==> config.mk <==
export PLATFORM = sky130hd
export DESIGN_NAME = demux_lane_split
export DESIGN_NICKNAME = d
export VERILOG_FILES = /design/src/rtl/demux_lane_split.sv
export SDC_FILE = /design/constraint.sdc
export NUM_CORES = 1
export LEC_CHECK = 0
export ABC_AREA = 1
export ABC_CLOCK_PERIOD_IN_PS = 3800
export CELL_PAD_IN_SITES_DETAIL_PLACEMENT = 2
export CELL_PAD_IN_SITES_GLOBAL_PLACEMENT = 2
export CORE_MARGIN = 1.5
export CORE_UTILIZATION = 32
export CTS_CLUSTER_DIAMETER = 120
export CTS_CLUSTER_SIZE = 28
export DETAILED_ROUTE_END_ITERATION = 10
export MAX_ROUTING_LAYER = met4
export PLACE_DENSITY = 0.87
export REMOVE_ABC_BUFFERS = 1
export SLEW_MARGIN = 20
export SYNTH_ARGS = -nofsm -noshare
export SYNTH_HDL_FRONTEND = slang
export SYNTH_SLANG_ARGS = --single-unit
==> constraint.sdc <==
create_clock -name clk -period 3.8 [get_ports clk]
set_clock_uncertainty 0.2 [all_clocks]
set_input_delay 0.57 -clock clk [delete_from_list [all_inputs] [get_ports clk]]
set_output_delay 0.57 -clock clk [all_outputs]
set_load 0.005 [all_outputs]
==> src/rtl/demux_lane_split.sv <==
// demux_lane_split: splits an interleaved two-lane word stream back into lanes.
// Words arrive as lane 0, then lane 1. A complete pair is presented on both
// lane outputs in the same cycle. A lane-0 word whose partner does not arrive
// within TIMEOUT idle cycles is flushed on its own, and orphan pulses with it.
module demux_lane_split #(
  parameter int WIDTH   = 8,
  parameter int TIMEOUT = 4   // legal range 1..15, fits the 4-bit idle counter
) (
  input  logic             clk,
  input  logic             reset,
  input  logic [WIDTH-1:0] data_in,
  input  logic             valid_in,
  output logic [WIDTH-1:0] data_out_0,
  output logic             valid_out_0,
  output logic [WIDTH-1:0] data_out_1,
  output logic             valid_out_1,
  output logic             orphan
);

  typedef enum logic {IDLE, HALF} state_t;

  state_t           state_q;
  logic [3:0]       cnt_q;    // idle cycles seen while a lane-0 word is held
  logic [WIDTH-1:0] hold_q;   // pending lane-0 word
  logic [WIDTH-1:0] d0_q, d1_q;
  logic             v0_q, v1_q, orph_q;

  // One bit wider than the counter so the compare with TIMEOUT cannot wrap.
  logic [4:0] cnt_inc;
  logic       tmo_hit;

  // Next idle count and the flush condition for the held word.
  always_comb begin
    cnt_inc = {1'b0, cnt_q} + 5'd1;
    tmo_hit = (cnt_inc == 5'(TIMEOUT));
  end

  // Pairing FSM with registered outputs; valid_in always beats the timeout.
  always_ff @(posedge clk or posedge reset) begin
    if (reset) begin
      state_q <= IDLE;
      cnt_q   <= '0;
      hold_q  <= '0;
      d0_q    <= '0;
      d1_q    <= '0;
      v0_q    <= 1'b0;
      v1_q    <= 1'b0;
      orph_q  <= 1'b0;
    end else begin
      // Valid/orphan outputs are single-cycle pulses.
      v0_q   <= 1'b0;
      v1_q   <= 1'b0;
      orph_q <= 1'b0;
      case (state_q)
        IDLE: begin
          if (valid_in) begin
            hold_q  <= data_in;
            cnt_q   <= '0;
            state_q <= HALF;
          end
        end
        HALF: begin
          if (valid_in) begin
            d0_q    <= hold_q;
            d1_q    <= data_in;
            v0_q    <= 1'b1;
            v1_q    <= 1'b1;
            cnt_q   <= '0;
            state_q <= IDLE;
          end else if (tmo_hit) begin
            // Partner never came: emit lane 0 alone, lane-1 data untouched.
            d0_q    <= hold_q;
            v0_q    <= 1'b1;
            orph_q  <= 1'b1;
            cnt_q   <= '0;
            state_q <= IDLE;
          end else begin
            cnt_q   <= cnt_inc[3:0];
          end
        end
        default: begin
          state_q <= IDLE;
          cnt_q   <= '0;
        end
      endcase
    end
  end

  assign data_out_0  = d0_q;
  assign data_out_1  = d1_q;
  assign valid_out_0 = v0_q;
  assign valid_out_1 = v1_q;
  assign orphan      = orph_q;

endmodule

==> results.md <==
Clock tree:
- The number of setup buffers added after CTS is 0.
- The sink count of the clock tree is 32.
- After clock tree synthesis, the clock-pin slew on the worst setup and hold paths is 70 ps.
- The maximum level of the CTS H-tree is 2.
- In this run the deepest clock path goes through 2 buffers.
- The worst-skew pair later-pin latency is 280 ps.
- The clock root buffer is sky130_fd_sc_hd__clkbuf_8.
- Once the clock tree was built, the resizer swapped 0 gates to a different size.
- TritonCTS built the clock tree.
- The number of clock buffers inserted by TritonCTS is 5.
- The number of hold buffers added after cts is 0.

Power:
- Net switching is 28.5% of the power.
- The clock network fraction of design power is 26.5%.
- The worst supply voltage drop on vdd is 198 uV.
- Power spread over the standard cell area amounts to 567 nW/um^2.
- The design internal power is 713 uW.
- In this run the static leakage power is 0.000836 uW.
- The fraction of power consumed by combinational cells is 25.5%.
- In this run, flip-flops and latches consume 47.9% of the power.
- In this run the power spent charging and discharging nets is 284 uW.

Setup path:
- The maximum cell stage delay along the critical path is 520 ps.
- At the worst endpoint, the required time is 3030 ps.
- The number of buffers and inverters on the critical path is 1.
- The sort of element at the start of the critical path is a register.
- The worst setup path is of the reg -> out kind.
- The register-to-register setup slack is 2090 ps.
- The library cell contributing the largest single delay on the critical path is sky130_fd_sc_hd__clkdlybuf4s50_1.
- STA puts the critical path data arrival time at 1180 ps.
- Of all nets on the critical path, the largest fanout is 2.
- Walking the worst path, the cells encountered are clkdlybuf4s50_1.
- The worst setup path is captured at an output port.
- The kind of cell adding the most delay to the critical path is buffers and inverters.

Yosys:
- The post-synthesis sequential element count is 32.
- Counting flops with an async set or reset pin after synthesis yields a share of 100%.
- The number of distinct library cell variants in the gate-level netlist after synthesis is 18.
- Among all flip-flop cells after synthesis, the most frequent one is sky130_fd_sc_hd__dfrtp_1.
- The number of enable-type register cells in the synthesized netlist is 0.
- Sequential elements use 60.0% of the synthesized area.
- The mapped netlist covers 1340 sq um.
- Yosys printed 0 warnings.
- In the synthesized netlist, the number of instances is 135.
- The synthesized area divided by synthesized cell count is 9.89 sq um.

Drt:
- In this run, the number of DRC markers left after iteration 0 of detailed routing was 33.
- After detailed routing, the total wire length is 3320 um.
- After detailed routing, the number of remaining DRC violations is 0.
- The first detailed-routing pass ran for 4 iterations.
- The ratio of routed vias to standard cells is 4.88.
- The via total after detailed routing is 1069.
- The remaining antenna violation count after routing is 0.
- Dividing the detail-routed wire length by the instance count gives 15.1 um.

Timing:
- Setup violations remaining at the end of the flow were counted as 0.
- The transition time of the tightest slew-check pin is 565 ps.
- Subtracting the final worst setup slack from the clock period gives 1950 ps.
- Derived from the worst setup path, the maximum achievable clock frequency is 0.513 GHz.
- The final worst-path setup slack is 1850 ps.
- Setup repair after global routing left no endpoint under its margin.
- The share of the clock period used by the worst path is 51.3%.
- The final number of hold-violating endpoints is 0.
- The final max-slew violation count came to 0.
- The summed negative setup slack over all endpoints is 0 ps.
- The worst slew margin relative to its limit is 62.2%.

Run:
- Across the run, the number of max-cap violations was 0.

Floorplanning:
- The die outline width is 67.6 um.
- The height of the chip is 67.6 um.
- During I/O placement, the number of pins put on the boundary was 30.
- The floorplan has 23 rows.
- The die covers 4570 sq um.
- Once the floorplan was initialized, standard cells occupied 33.4% of the core.
- The floorplan step defined a core boundary enclosing 4000 sq um.

GRT:
- The first global-routing pass estimated 5600 um of wire.
- For this run the aggregate overflow at the end of global routing stands at 0.
- The all-layer global routing usage is 17.6%.
- The maximum number of pins on one net before global-route repair is 33.
- The number of global-route vias before repair is 1184.
- The number of antenna violations at the first check in global routing is 0.

Layout:
- The number of filler instances in the final layout is 440.
- The relative area change from synthesis to final layout is 31.7%.
- The number of antenna diodes is 0.
- The fraction of final layout cells sized beyond drive strength 1 is 13.0%.
- The final layout net count is 180.

Placed design:
- The count of buffers from port buffering is 29.
- OpenSTA, run right after detailed placement, puts the worst setup slack at 1610 ps.
- The HPWL after detailed placement is 2330 um.
- Routability-driven placement finished with a final weighted congestion of 0.690.

Min path:
- In this run the worst hold path is classified as reg -> reg.

Status:
- The run finished with clean final reports.
==> cell type report <==
| type | instances | area (sq um) | share of cell area, % |
|---|---|---|---|
| clock buffer | 8 | 90.1 | 5.12 |
| multi-input combinational | 83 | 447 | 25.4 |
| timing repair buffer | 30 | 298 | 16.9 |
| tap | 50 | 62.6 | 3.56 |
| sequential | 32 | 801 | 45.6 |
| inverter | 16 | 60.1 | 3.42 |
==> cell usage in the layout, fill, tap and decap left out, drive strengths merged <==
master and count:
o21ai 20, nand4 2, inv 16, dfrtp 32, buf 1, nand2 34, o211ai 1, clkdlybuf4s50 29
nor2 3, nand3 22, ha 1, clkbuf 8
==> power groups by stage <==
stage	Clock (uW)	Combinational (uW)	Sequential, uW
after floorplan	0	103	474
after global placement	0	248	479
after detailed placement	0	259	483
after CTS	278	262	479
after global routing	289	288	488
final	264	254	478
==> state kept, by name (all words and copies together), names as in the netlist <==
register / flops
data_out_0: 8
orphan: 1
data_out_1: 8
valid_out_1: 1
valid_out_0: 1
cnt_q: 4
state_q: 1
hold_q: 8
==> path summary, 6_finish.rpt <==
| check | startpoint | endpoint | cells after the start |
|---|---|---|---|
| worst max-delay path | data_out_0[3] | data_out_0[3] | 1 |
| worst min-delay path | hold_q[7] | hold_q[7] | 2 |
| worst max register to register | state_q | data_out_0[3] | 3 |
| worst min register to register | hold_q[7] | hold_q[7] | 2 |
| max in group asynchronous | reset | data_out_1[5] | 3 |
| min in group asynchronous | reset | data_out_0[5] | 3 |
==> stage by stage <==
| stage | power (uW) | instances | utilization [%] | area (sq um) | hold slack, ps |
|---|---|---|---|---|---|
| 2_1_floorplan | 577 | 131 | - | 1310 | 254 |
| 3_3_place_gp | 726 | 211 | 41.7 | 1670 | 268 |
| 3_5_place_dp | 742 | 211 | 41.7 | 1670 | 283 |
| 4_1_cts | 1020 | 219 | 43.9 | 1760 | 300 |
| 5_1_grt | 1070 | 219 | 43.9 | 1760 | 322 |
| 6_report | 997 | 219 | 43.9 | 1760 | 294 |
==> metal layers <==
layer | global-route usage, % | wire [um] | vias to the layer above
met5 | - | 0 | -
met4 | 8.42 | 30 | 0
met3 | 5.00 | 121 | 4
met2 | 26.6 | 1660 | 25
met1 | 21.6 | 1500 | 536
li1 | - | - | 504
==> synthesized netlist by cell type, types with 2 or more instances <==
| master | number | share of area (%) |
|---|---|---|
| sky130_fd_sc_hd__buf_4 | 3 | 1.7 |
| sky130_fd_sc_hd__dfrtp_1 | 32 | 60 |
| sky130_fd_sc_hd__inv_1 | 16 | 4.5 |
| sky130_fd_sc_hd__nand2_1 | 30 | 8.4 |
| sky130_fd_sc_hd__nand2_2 | 3 | 1.4 |
| sky130_fd_sc_hd__nand3_1 | 20 | 7.5 |
| sky130_fd_sc_hd__nand4_1 | 2 | 0.94 |
| sky130_fd_sc_hd__nor2_1 | 2 | 0.56 |
| sky130_fd_sc_hd__o21ai_0 | 7 | 2.6 |
| sky130_fd_sc_hd__o21ai_1 | 5 | 1.9 |
| sky130_fd_sc_hd__o21ai_2 | 8 | 5.2 |
==> cell families (layout without fill, tap and decap cells) <==
kind of cell | after synthesis | count (layout) | synth area share, %
AOI/OAI and AO/OA | 21 | 21 | 10.3
adders and majority gates | 1 | 1 | 0.937
buffers and inverters | 20 | 54 | 6.56
DFF | 32 | 32 | 60.0
and+or+nand+nor | 61 | 61 | 22.2
Power figures use the tool's default switching activity.
